==> src/rtl/shift_pkg.sv <==
// Shared definitions for the sequential left shifter.
//   state_t : controller states (IDLE, SHIFT, DONE)
//   log2n() : number of shift stages for an N-bit operand
package shift_pkg;

  typedef enum logic [1:0] {IDLE, SHIFT, DONE} state_t;

  function automatic int log2n(input int n);
    return $clog2(n);
  endfunction

endpackage

==> src/rtl/mux_2_1.sv <==
// One-bit 2:1 multiplexer.
//   d0 : selected when s=0
//   d1 : selected when s=1
//   s  : select
//   y  : output
module mux_2_1 (
  input  logic d0,
  input  logic d1,
  input  logic s,
  output logic y
);

  assign y = s ? d1 : d0;

endmodule

==> src/rtl/shift_left_seq.sv <==
// Sequential logical left shifter: one binary-weighted stage per clock,
// LOG2N stages total, so latency is fixed regardless of the shift amount.
//   clk   : clock, rising edge
//   rst_n : asynchronous active-low reset
//   start : request; accepted in IDLE or DONE
//   a     : operand, sampled on accept
//   b     : unsigned shift amount, sampled on accept
//   out   : registered result (a << b, zero fill; 0 when b >= N)
//   busy  : high while stages are being applied
//   done  : one-cycle pulse when out has just been updated
module shift_left_seq
  import shift_pkg::*;
#(
  parameter int N     = 8,
  parameter int LOG2N = log2n(N)
) (
  input  logic         clk,
  input  logic         rst_n,
  input  logic         start,
  input  logic [N-1:0] a,
  input  logic [N-1:0] b,
  output logic [N-1:0] out,
  output logic         busy,
  output logic         done
);

  localparam logic [LOG2N-1:0] LAST = LOG2N'(LOG2N - 1);

  state_t             state, nxt;
  logic [N-1:0]       acc, shifted, stage;
  logic [LOG2N-1:0]   shamt, shamt_sh, cnt;
  logic               ovf, sel, accept, last;
  logic [N-1:0]       bhi;

  // Any set bit above the stage-select bits means the shift clears everything.
  assign bhi      = b >> LOG2N;

  // Stage cnt shifts by 2**cnt when bit cnt of the amount is set.
  assign shamt_sh = shamt >> cnt;
  assign sel      = shamt_sh[0];
  assign shifted  = acc << (32'd1 << cnt);

  // Per-bit select: keep acc[j], or take acc[j - 2**cnt] (zero below that).
  for (genvar j = 0; j < N; j++) begin : g_mux
    mux_2_1 u_mux (
      .d0 (acc[j]),
      .d1 (shifted[j]),
      .s  (sel),
      .y  (stage[j])
    );
  end

  // State register
  always_ff @(posedge clk or negedge rst_n) begin
    if (!rst_n) state <= IDLE;
    else        state <= nxt;
  end

  // Next-state and status outputs
  always_comb begin
    nxt    = state;
    busy   = 1'b0;
    done   = 1'b0;
    accept = 1'b0;
    last   = 1'b0;
    case (state)
      IDLE: begin
        if (start) begin
          accept = 1'b1;
          nxt    = SHIFT;
        end
      end
      SHIFT: begin
        busy = 1'b1;
        if (cnt == LAST) begin
          last = 1'b1;
          nxt  = DONE;
        end
      end
      DONE: begin
        done = 1'b1;
        if (start) begin
          accept = 1'b1;
          nxt    = SHIFT;
        end else begin
          nxt    = IDLE;
        end
      end
      default: nxt = IDLE;
    endcase
  end

  // Datapath registers
  always_ff @(posedge clk or negedge rst_n) begin
    if (!rst_n) begin
      acc   <= '0;
      shamt <= '0;
      ovf   <= 1'b0;
      cnt   <= '0;
      out   <= '0;
    end else if (accept) begin
      acc   <= a;
      shamt <= b[LOG2N-1:0];
      ovf   <= |bhi;
      cnt   <= '0;
    end else if (state == SHIFT) begin
      acc <= stage;
      cnt <= cnt + LOG2N'(1);
      if (last) out <= ovf ? '0 : stage;
    end
  end

endmodule
==> config.mk <==
export PLATFORM = sky130hd
export DESIGN_NAME = shift_left_seq
export DESIGN_NICKNAME = d
export VERILOG_FILES = /design/src/rtl/shift_pkg.sv /design/src/rtl/mux_2_1.sv /design/src/rtl/shift_left_seq.sv
export SDC_FILE = /design/constraint.sdc
export NUM_CORES = 1
export LEC_CHECK = 0
export BUFFER_PORTS_ARGS = -buffer_cell sky130_fd_sc_hd__buf_2
export CAP_MARGIN = 20
export CORE_MARGIN = 2
export CORE_UTILIZATION = 60
export CTS_CLUSTER_DIAMETER = 30
export CTS_CLUSTER_SIZE = 30
export DETAILED_ROUTE_END_ITERATION = 6
export GPL_TIMING_DRIVEN = 0
export PLACE_DENSITY = 0.85
export SLEW_MARGIN = 5
export SYNTH_ARGS = -nofsm -noshare
export SYNTH_HDL_FRONTEND = slang
export SYNTH_SLANG_ARGS = --single-unit
==> constraint.sdc <==
create_clock -name clk -period 6.4 [get_ports clk]
set_clock_uncertainty 0.05 [all_clocks]
set_input_delay 0.32 -clock clk [delete_from_list [all_inputs] [get_ports clk]]
set_output_delay 0.32 -clock clk [all_outputs]
set_load 0.02 [all_outputs]
# --- Yosys cells after proc, flatten, opt, wreduce, memory -nomap -nowiden ---
# Cells that the tools add are included.
totals:
  regBits: 25
  memories: 0
  inputBits: 19
  output_inout_bits: 10
  elab_cells: 45
  ramBits: 0
  latchBits: 0
  mem_bits_ro: 0
op_classes:
  order_cmp: 0
  n_bitwise: 1
  muxes: 23
  shift: 3
  n_reduce_logical: 6
  mul: 0
  n_div: 0
  eq_ne: 5
  addsub: 1
op_table:
  columns: ["cell", "count"]
  rows:
  - ["<< shifter 1 x 3 -> 32 bit, first input constant", 1]
  - ["<< shifter 8 x 32 -> 8 bit", 1]
  - ["two-way mux 8 bit", 3]
  - ["two-way mux 1 bit", 15]
  - ["two-way mux 3 bit", 2]
  - ["one-hot mux 2 bit (3 select lines)", 1]
  - ["OR reduction 5 bit", 1]
  - ["two-way mux 2 bit", 2]
  - ["inequality test 2 bit, second input constant", 2]
  - ["adder 3 x 1 -> 3 bit, second input constant", 1]
  - ["== test 3 x 2 -> 1 bit, second input constant", 1]
  - ["AND reduction 3 bit", 1]
  - ["right shift 3 x 3 -> 1 bit", 1]
  - ["== test 2 x 1 -> 1 bit, second input constant", 1]
  - ["== test 2 bit, second input constant", 1]
  - ["zero test 2 bit", 1]
  - ["AND reduction 2 bit", 1]
  - ["nonzero test 2 bit", 1]
  - ["OR reduction 2 bit", 1]
  - ["NOT 1 bit", 1]

# --- Longest topological paths before layout ---
# Gate-level depths: netlist (run 1).
logic_depth:
  depth_word: 5
  ltp_mapped: 8
  mapped_depth_nobuf: 7

# --- Hierarchy ---
# Synthesis (run 1) repeated with hierarchy kept, for this count alone.
hier_totals:
  cells_unflattened: 146
  area_unflattened_um2: 1554.0
by_module_without_submodules:
  columns: ["mod", "instances", "cells_each", "seq_area_each_um2", "area_per_inst_um2"]
  rows:
  - ["shift_left_seq", 1, 138, 625.6, 1433.9]
  - ["mux_2_1", 8, 1, 0.0, 15.0]

# --- Least setup slack after synthesis (run 1) ---
# OpenSTA, ideal clock, no wires.
synth_path:
  path_type: "register -> register"
  start: "reg cnt[0]"
  end: "reg acc[5]"
  setup_slack_ns: 4.380
  setup_ns: 0.066
  arrival_ns: 1.904
  n_path_buf: 1
  path_stages_with_launch: 8
  period_less_slack_ns: 2.020
  cell_sequence: "dfrtp_1 > ha_1 > ha_1 > clkbuf_1 > or4_1 > a21oi_1 > and3_1 > a221o_1"
synth_between:
  elab_chain_cells: 5
synth_lines:
  columns: ["item", "line", "rtl"]
  rows:
  - ["start, declared", "shift_left_seq.sv:31", "logic [LOG2N-1:0] shamt, shamt_sh, cnt;"]
  - ["start signal, assigned", "shift_left_seq.sv:108", "cnt <= cnt + LOG2N'(1);"]
  - ["<< shifter 1 x 3 -> 32 bit", "shift_left_seq.sv:41", "assign shifted = acc << (32'd1 << cnt);"]
  - ["<< shifter 8 x 32 -> 8 bit", "shift_left_seq.sv:41", null]
  - ["two-way mux 1 bit (*)", "mux_2_1.sv:13", "assign y = s ? d1 : d0;"]
  - ["two-way mux 8 bit (*)", "shift_left_seq.sv:106", "end else if (state == SHIFT) begin"]
  - ["two-way mux 8 bit (*)", "shift_left_seq.sv:101", "end else if (accept) begin"]
  - ["end signal, assigned", "shift_left_seq.sv:107", "acc <= stage;"]
  - ["end, declared", "shift_left_seq.sv:30", "logic [N-1:0] acc, shifted, stage;"]
# Every way passes the cells marked *; elsewhere a longest branch is shown, timed or not. The select of a mux whose other input is x is not followed.
# A chain may end at the register's enable or synchronous reset.

# --- Final worst setup path (run 1) ---
# Same ends and word-level chain as after synthesis.

==> impl_results.md, run 1 <==
- Number of library cell types mapped by synthesis: 50
- Crit-path max cell delay: 0.55 ns
- DP Area: 0.00182 mm^2
- Initial Util: 64.7%
- Sequential Power Share: 29.0%
- Worst r2r path cells: 7
- Num Clock Sinks: 25
- Final GP Congestion: 0.874
- Reg2reg start: cnt[0]
- Mapped Nets: 200
- Hold Crit Start: a[5]
- P_sw: 0.504 mW
- Total gr overflow: 0
- Unrepaired setup endpoints after global routing: false
- Mapped Avg Cell Area: 9.41 um^2
- Wire per inst: 18.1 um
- First-pass iteration count of the detailed router: 4
- Critical path data arrival time: 2.51 ns
- Setup violations, final: 0
- Worst R2R Setup Slack: 4.13 ns
- Num CTS Buffers: 3
- WP buf/inv: 1
- Comb pwr share: 63.7%
- Synth async-reset ratio: 100%
- Crit path max-delay cell type: or4_1
- Status: finished, final reports clean
- Synth-to-Final Area Change: 13.2%
- Final min period: 2.27 ns
- Main synth FF type: dfrtp_1
- Worst Setup Path Type: flop to flop
- Seq cells post-synth: 25
- DRC: 0
- Final setup TNS: 0 ns
- Total vias in the final route: 1500
- CP most frequent cell: ha_1
- CTS tree: built
- Number of global-route vias before repair: 1497
- Clk root buf: clkbuf_4
- Synth area leader: dfrtp_1
- Lkg Pwr: 0.869 nW
- Met1 GRT Util: 38.5%
- Vias/cell: 6.30
- Die footprint: 0.00318 mm^2
- Min Hold Slack: 0.153 ns
- Top post-synthesis cells by area: dfrtp_1, mux2i_1, ha_1
- Post-Place Cells: 233
- PwrDens: 551 mW/mm^2
- Die X: 56.4 um
- Min-Delay Endpoint: acc[5]
- Cell count after synthesis: 175
- Total global-route track usage: 28.7%
- Largest net degree at the start of global routing: 26
- Peak fanout along the critical path: 10
- Most crowded layer after global routing: met2
- Share of cells above drive strength 1: 25.0%
- VDD IR-drop max: 0.000440 V
- EDFF count, synth: 0
- Post-DP HPWL: 3250 um
- Die H: 56.4 um
- Commonest cells after routing, fill and taps aside: buf_2, dfrtp_1, nor2_1, nand2_1, o21ai_0
- Clk pwr share: 7.3%
- Non-Filler Instances: 238
- Num ports: 29
- Upper clock frequency limit: 440 MHz
- Hold WC Path Type: input port to flop
- Max clock buf depth: 2
- Crit-path leading delay family: simple AND/OR/NAND/NOR gates
- Worst-path clk slew: 0.16 ns
- Critical Path Start Type: flop
- Max-slew violations: 0
- First-pass GRT wire length: 7130 um
- Antenna viol nets, final: 0
- H-tree levels: 1
- Int Pwr: 0.524 mW
- Post_cts resized: 0
- Fin area: 0.00186 mm^2
- Routed WL: 4300 um
- Clock Latency Late Sink: 0.33 ns
- M2 GR Usage: 45.9%
- CP Cell Sequence: ha_1, ha_1, clkbuf_1, or4_1, a21oi_1, and3_1, a221o_1
- Post-synthesis instance area: 0.00165 mm^2
- Met3 GRT Util: 4.84%
- Post-CTS Setup Bufs: 0
- Row count: 18
- # nets final: 234
- Most common cell after layout, fill and taps aside: buf_2
- Sw Ratio: 49.0%
- Final-report hold violation count: 0
- R2r endpoint: acc[5]
- Hold depth: 2
- CP endpoint kind: flop
- Slew headroom: 62.0%
- Share of the synthesized area in the top cell type: 38.0%
- Initial antenna violation count: 0
- Max Cap Viol: 0
- PortBufs: 28
- # diodes: 0
- Post-route clock period utilization: 35.5%
- Core area: 0.00254 mm^2
- Ys Warns: 0
- CP required: 6.64 ns
- Initial DRC Count: 50
- Sequential area share after synthesis: 38.0%
- Worst Tran Pin Value: 0.570 ns
- Tot Pwr: 1.03 mW
==> registers in the layout (all words and copies together), names as in the netlist <==
signal  cells
cnt         3
acc         8
state       2
out         8
ovf         1
shamt       3
==> synthesized netlist by cell type, types with 2 or more instances <==
cell type	number
o21ai_0	11
buf_4	4
nor4_1	3
nor2_1	15
a22o_1	2
nor3_1	2
o21ai_1	3
ha_1	6
nor2b_1	6
mux2_2	3
a21oi_1	6
o221ai_1	2
o31ai_1	3
and3_1	2
o211ai_1	2
a22oi_1	2
o211a_1	2
mux2i_1	9
or2_2	2
clkbuf_1	4
inv_1	7
nand2b_1	6
nand2_1	15
nand3_1	2
mux2_4	2
a221o_1	6
dfrtp_1	25
==> layer usage <==
layer / vias up / wire (um)
met1: 712 / 1880
met5: - / 0
met4: 0 / 124
met3: 12 / 284
li1: 712 / -
met2: 64 / 2010
==> repair_timing <==
action | CTS | global route
endpoints found under the hold margin | 25 | 0
setup endpoints to repair | 0 | 0
hold buffers | 1 | 0
==> power groups by stage <==
stage	registers, mW	logic (mW)	clock network [mW]
detailed placement	0.300	0.640	0
global route	0.307	0.712	0.0816
floorplan	0.296	0.477	0
finish	0.298	0.655	0.0751
CTS	0.296	0.644	0.0766
global placement	0.296	0.623	0
==> cell families (layout without fill, tap and decap cells) <==
| logic type | count (synthesis) | after routing | synth area share (%) |
|---|---|---|---|
| flip-flops | 25 | 25 | 38.0 |
| buffers and inverters | 17 | 50 | 4.86 |
| multiplexers | 14 | 14 | 9.35 |
| AO/OA/AOI/OAI | 50 | 50 | 22.6 |
| adder cells (fa/ha/maj) | 6 | 6 | 4.56 |
| AND/OR/NAND/NOR | 63 | 63 | 20.6 |
==> layout make-up <==
cell class,count,area [um^2]
Inverter,7,26.3
Clock inverter,1,7.51
Sequential cell,25,626
Fill cell,202,681
Timing Repair Buffer,29,150
Clock buffer,3,22.5
Tap cell,30,37.5
Multi-Input combinational cell,133,941
Buffer,10,53.8
==> worst max path at each step <==
stage | from | end | cells past startpoint
floorplan | cnt[0] | acc[5] | 7
global placement | cnt[0] | acc[5] | 7
detailed placement | cnt[0] | acc[5] | 7
CTS | cnt[0] | acc[5] | 7
global route | cnt[2] | acc[7] | 8
finish | cnt[0] | acc[5] | 7
==> per-stage QoR <==
step,utilization [%],setup WS (ns)
after floorplan,-,4.38
after global placement,71.7,4.19
after detailed placement,71.7,4.15
after CTS,73.3,4.12
after global routing,73.3,3.93
final,73.3,4.13
No activity file was read; power rests on OpenSTA's default activity.
==> run 2, diff against run 1 <==
--- a/config.mk
+++ b/config.mk
@@ -8,12 +8,12 @@
 export BUFFER_PORTS_ARGS = -buffer_cell sky130_fd_sc_hd__buf_2
 export CAP_MARGIN = 20
 export CORE_MARGIN = 2
-export CORE_UTILIZATION = 60
+export CORE_UTILIZATION = 50
 export CTS_CLUSTER_DIAMETER = 30
 export CTS_CLUSTER_SIZE = 30
 export DETAILED_ROUTE_END_ITERATION = 6
 export GPL_TIMING_DRIVEN = 0
-export PLACE_DENSITY = 0.85
+export PLACE_DENSITY = 0.75
 export SLEW_MARGIN = 5
 export SYNTH_ARGS = -nofsm -noshare
 export SYNTH_HDL_FRONTEND = slang
==> constraint.sdc (replaced) <==
create_clock -name clk -period 1.9 [get_ports clk]
set_clock_uncertainty 0.05 [all_clocks]
set_input_delay 0.095 -clock clk [delete_from_list [all_inputs] [get_ports clk]]
set_output_delay 0.095 -clock clk [all_outputs]
set_load 0.02 [all_outputs]
==> run 2 against run 1 <==
Compared with the run above: the run now ends with negative setup slack left; total power rose to 4.0 times the previous value; sequential cell count unchanged; via count up 11%; die area up 19%; utilization up 0.37 points; critical path depth unchanged; routed wire length up 12%; clock-buffer cell count unchanged; sequential share of layout area down 6.0 points; final cell count up 15%.
==> impl_results.md, run 2 (same netlist as run 1, synthesis figures left out) <==
- Status: complete, but fails checks
- Failing checks: negative setup slack
- Critical path data arrival time: 2.28 ns
- Post-DP HPWL: 3230 um
- Die H: 61.4 um
- Total global-route track usage: 27.2%
- DP Area: 0.00187 mm^2
- DRC: 0
- Share of cells above drive strength 1: 41.5%
- Final GP Congestion: 0.902
- Max Cap Viol: 0
- First-pass GRT wire length: 7560 um
- Most common cell after layout, fill and taps aside: buf_2
- First-pass iteration count of the detailed router: 4
- P_sw: 1.97 mW
- Non-Filler Instances: 273
- PwrDens: 1810 mW/mm^2
- Multi-input logic area: 0.00112 mm^2
- Synth-to-Final Area Change: 38.8%
- Initial antenna violation count: 0
- CTS tree: built
- Top flop regs: acc x8, out x8
- Core area: 0.00310 mm^2
- # diodes: 0
- Antenna viol nets, final: 0
- Initial DRC Count: 188
- H-tree levels: 1
- Die footprint: 0.00377 mm^2
- Largest net degree at the start of global routing: 26
- Row count: 20
- Final min period: 2.05 ns
- Unrepaired setup endpoints after global routing: true
- PortBufs: 28
- VDD IR-drop max: 0.00123 V
- Critical Path Start Type: flop
- Max-slew violations: 0
- Worst-path clk slew: 0.14 ns
- Comb pwr share: 69.2%
- Clk pwr share: 5.9%
- Upper clock frequency limit: 488 MHz
- Final WS setup: -0.148 ns
- Commonest cells after routing, fill and taps aside: buf_2, dfrtp_1, nand2_1
- Setup violations, final: 9
- Post-Place Cells: 247
- Post-route clock period utilization: 108%
- Final-report hold violation count: 0
- CP endpoint kind: flop
- Lkg Pwr: 1.00 nW
- Worst Tran Pin Value: 0.550 ns
- Peak fanout along the critical path: 6
- Pre-CTS setup slack: -0.297 ns
- Layout fillers: 251
- Tot Pwr: 4.14 mW
- CP required: 2.13 ns
- Initial Util: 53.1%
- Worst Setup Path Type: flop to flop
- Num ports: 29
- Final setup TNS: -0.747 ns
- Int Pwr: 2.17 mW
- Total gr overflow: 0
- Sw Ratio: 47.5%
- Register cell area after layout: 629 um^2
- Fin area: 0.00228 mm^2
- Die X: 61.4 um
- Max clock buf depth: 2
- Total vias in the final route: 1671
- # nets final: 255
- Sequential Power Share: 24.9%
- Num Clock Sinks: 25
- Vias/cell: 6.12
- Wire per inst: 17.6 um
- Slew headroom: 63.4%
- Number of global-route vias before repair: 1685
- Clk root buf: clkbuf_4
- Num CTS Buffers: 3
- Clock Latency Late Sink: 0.33 ns
- Hold WC Path Type: input port to flop
- Routed WL: 4800 um
==> run 2: critical path: stages (launching register included) <==
cell and delay [ns]:
dfrtp_2 0.47, buf_6 0.13, ha_4 0.17, or4_4 0.56
o32ai_2 0.15, a21oi_1 0.12, nor4_2 0.19, a221o_1 0.15
==> run 2: final cells by class <==
| class | instances | area share (%) |
|---|---|---|
| sequential | 25 | 27.5 |
| inverter | 7 | 1.15 |
| tap | 44 | 2.41 |
| clock inverter | 1 | 0.219 |
| multi-input combinational | 133 | 49.1 |
| clock buffer | 3 | 0.986 |
| buffer | 9 | 3.45 |
| timing repair buffer | 51 | 15.2 |
==> run 2: final timing paths <==
check / startpoint / endpoint / slack (ns) / depth (start not counted)
min in group asynchronous: rst_n / acc[2] / 0.22 / 2
worst max register to register: cnt[0] / acc[3] / -0.15 / 7
max in group asynchronous: rst_n / cnt[1] / 1.18 / 2
worst min-delay path: b[5] / ovf / 0.01 / 3
worst max-delay path: cnt[0] / acc[3] / -0.15 / 7
worst min register to register: out[2] / out[2] / 0.44 / 2
==> run 2: routing by layer <==
layer	vias to the layer above	track usage (%)	part of all wire (%)
met5	-	0	0
met4	0	10.9	2.7
met3	20	5.88	6.4
met2	81	46.8	53
met1	821	33.1	38
li1	749	-	-
==> run 2: repair_timing <==
action,4_1_cts,5_1_grt
hold buffers,12,0
resized for setup,27,19
endpoints found under the hold margin,36,0
endpoints found under the setup margin,15,16
buffers inserted,7,4
pin swaps,12,6
==> run 2: power by group through the flow <==
stage / logic (mW) / registers, mW / clock network, mW
final: 2.86 / 1.03 / 0.245
after global routing: 3.09 / 1.06 / 0.269
after CTS: 2.59 / 1.01 / 0.247
after detailed placement: 2.19 / 1.01 / 0
after global placement: 2.12 / 0.989 / 0
after floorplan: 1.65 / 1.00 / 0
==> run 2: metrics by stage <==
stage               hold slack (ns)  util, %
finish                       0.0103     73.6
global route                0.00990     73.6
floorplan                    -0.251        -
global placement             0.0679     60.3
CTS                         0.00870     70.5
detailed placement           0.0720     60.3
==> run 3, diff against run 2 <==
--- a/config.mk
+++ b/config.mk
@@ -8,7 +8,7 @@
 export BUFFER_PORTS_ARGS = -buffer_cell sky130_fd_sc_hd__buf_2
 export CAP_MARGIN = 20
 export CORE_MARGIN = 2
-export CORE_UTILIZATION = 50
+export CORE_UTILIZATION = 49
 export CTS_CLUSTER_DIAMETER = 30
 export CTS_CLUSTER_SIZE = 30
 export DETAILED_ROUTE_END_ITERATION = 6
@@ -17,4 +17,6 @@
 export SLEW_MARGIN = 5
 export SYNTH_ARGS = -nofsm -noshare
 export SYNTH_HDL_FRONTEND = slang
+export SYNTH_HIERARCHICAL = 1
 export SYNTH_SLANG_ARGS = --single-unit
+export TNS_END_PERCENT = 50
==> run 3 against run 2 <==
Compared with the run above: via count fell by 20%; die area decreased by 3.5%; utilization decreased by 4.0 points; synthesized area shrank 5.6%; global-route usage fell by 4.6 points; routed wire length is 17% lower; highest routed layer unchanged; the run ends with negative hold slack, negative setup slack left; fmax is 7.3% lower.
==> impl_results.md, run 3 <==
- Worst Tran Pin Value: 0.596 ns
- Die X: 60.3 um
- Post-synthesis instance area: 0.00155 mm^2
- Share of cells above drive strength 1: 45.2%
- Lkg Pwr: 0.991 nW
- Sw Ratio: 42.1%
- Worst-path clk slew: 0.15 ns
- Unrepaired setup endpoints after global routing: true
- Synth area leader: dfrtp_1
- PortBufs: 28
- Core area: 0.00303 mm^2
- Row count: 20
- Worst r2r path cells: 9
- Total gr overflow: 0
- VDD IR-drop max: 0.00104 V
- Non-Filler Instances: 241
- Clock Latency Late Sink: 0.34 ns
- Main synth FF type: dfrtp_1
- Max clock buf depth: 2
- Final Core Density: 69.7%
- CP endpoint kind: flop
- Top post-synthesis cells by area: dfrtp_1, mux2_4, mux2_2
- Sequential area share after synthesis: 40.3%
- Top flop regs: acc x8, out x8
- Largest net degree at the start of global routing: 26
- Post-route clock period utilization: 116%
- Most crowded layer after global routing: met2
- Worst setup path end: acc[7]
- Status: complete, but fails checks
- Initial Util: 51.3%
- First-pass iteration count of the detailed router: 4
- Hold WC Path Type: input port to flop
- M2 GR Usage: 38.0%
- Vias/cell: 5.51
- Max-slew violations: 0
- Routed WL: 3990 um
- Worst Setup Path Type: flop to flop
- Final min period: 2.21 ns
- P_sw: 1.69 mW
- DP Area: 0.00180 mm^2
- Failing checks: negative hold slack, negative setup slack
- Die footprint: 0.00364 mm^2
- Final WS setup: -0.309 ns
- Post-DP HPWL: 2570 um
- Hold Crit Start: a[0]
- Wire per inst: 16.6 um
- Peak fanout along the critical path: 5
- Final GP Congestion: 0.833
- Initial antenna violation count: 0
- Die H: 60.3 um
- Final setup TNS: -2.43 ns
- Upper clock frequency limit: 453 MHz
- CP required: 2.10 ns
- Reg2reg start: cnt[0]
- Mapped Nets: 170
- Count leader, synth: dfrtp_1
- Post-Place Cells: 218
- Synth cell count leaders: dfrtp_1, nand2_1, o21ai_0
- Setup violations, final: 15
- Critical path data arrival time: 2.41 ns
- Pre-CTS setup slack: -0.477 ns
- Clk pwr share: 6.6%
- Num ports: 29
- Initial DRC Count: 55
- EDFF count, synth: 0
- Mapped Avg Cell Area: 10.6 um^2
- Synth-to-Final Area Change: 35.7%
- Met1 GRT Util: 29.0%
- Synth async-reset ratio: 100%
- CTS tree: built
- Max Cap Viol: 0
- Total global-route track usage: 22.6%
- Commonest cells after routing, fill and taps aside: buf_2, dfrtp_1, buf_4
- Fin area: 0.00211 mm^2
- Int Pwr: 2.32 mW
- Final-report hold violation count: 4
- Critical Path Start Type: flop
- Crit path from: cnt[0]
- Num CTS Buffers: 3
- R2r endpoint: acc[7]
- Ys Warns: 6
- # nets final: 222
- Clk root buf: clkbuf_4
- H-tree levels: 1
- DRC: 0
- Cell count after synthesis: 146
- Total vias in the final route: 1329
- Tot Pwr: 4.02 mW
- Sequential Power Share: 24.0%
- Comb pwr share: 69.4%
- Antenna viol nets, final: 0
- Met3 GRT Util: 3.68%
- Slew headroom: 60.2%
- CP Cell Sequence: inv_4, ha_4, buf_8, mux2_2, a22oi_2, a211oi_1, mux2_4, a22o_1, a21o_1
- Share of the synthesized area in the top cell type: 40.3%
- Number of global-route vias before repair: 1326
- Number of library cell types mapped by synthesis: 37
- # diodes: 0
- Min Hold Slack: -0.0125 ns
- Crit path max-delay cell type: dfrtp_2
- Seq cells post-synth: 25
- First-pass GRT wire length: 5980 um
- Most common cell after layout, fill and taps aside: buf_2
- Crit-path max cell delay: 0.47 ns
- Num Clock Sinks: 25
- Worst R2R Setup Slack: -0.31 ns
- PwrDens: 1900 mW/mm^2
## run 3: cell count changes in the layout (fill, tap and decap cells not counted), sizes merged, moves of 4 or more
cell and delta:
a21o +8, a21oi -6, a221o -6, a22o +7, buf +4, dlygate4sd3 -5
mux2 +11, mux2i -6, nand2 -4, nor2 -9, nor4 -4, o21ai -5
## run 3: metal layers
layer	up-vias	part of all wire, %
met1	653	44
met5	-	0
met3	7	4.6
li1	630	-
met2	39	49
met4	0	1.9
## run 3: layout make-up
type | count | area [um^2]
fillers | 236 | 918
clock inverters | 1 | 7.51
clock buffers | 3 | 22.5
inverters | 5 | 21.3
repair buffers | 47 | 313
well taps | 44 | 55.1
flip-flops and latches | 25 | 627
multi-input cells | 107 | 990
plain buffers | 9 | 73.8
## run 3: power by group through the flow
| stage | clock (mW) | combinational, mW | sequential (mW) |
|---|---|---|---|
| CTS | 0.258 | 2.37 | 0.950 |
| global route | 0.280 | 3.01 | 0.986 |
| finish | 0.266 | 2.79 | 0.965 |
| global placement | 0 | 2.08 | 0.946 |
| floorplan | 0 | 1.67 | 0.964 |
| detailed placement | 0 | 2.14 | 0.965 |
## run 3: critical path: cells and delay by family (launching register included)
| family | cells | cell delay, ns |
|---|---|---|
| compound gates | 4 | 0.62 |
| fa+ha+maj | 1 | 0.16 |
| buf+inv | 2 | 0.20 |
| flops | 1 | 0.47 |
| mux | 2 | 0.62 |
## run 3: cells by family after synthesis
kind of cell	synth area share (%)
mux	18.8
compound gates	17.6
fa+ha+maj	4.03
buf+inv	4.19
simple gates	15.1
flops	40.3
## run 3: worst min path at each step
| stage | endpoint | slack [ns] | cells past startpoint |
|---|---|---|---|
| CTS | acc[0] | 0.0006 | 3 |
| detailed placement | acc[2] | 0.08 | 1 |
| finish | acc[0] | -0.01 | 3 |
| global route | acc[6] | 0.0005 | 3 |
| floorplan | acc[0] | -0.25 | 0 |
| global placement | acc[4] | 0.07 | 1 |
## run 3: timing repair
action	in CTS	in global routing
gates cloned	0	0
buffers inserted	6	6
hold buffers	6	1
pin swaps	1	8
resized for setup	12	22
endpoints found under the setup margin	16	16
hold endpoints to repair	30	1
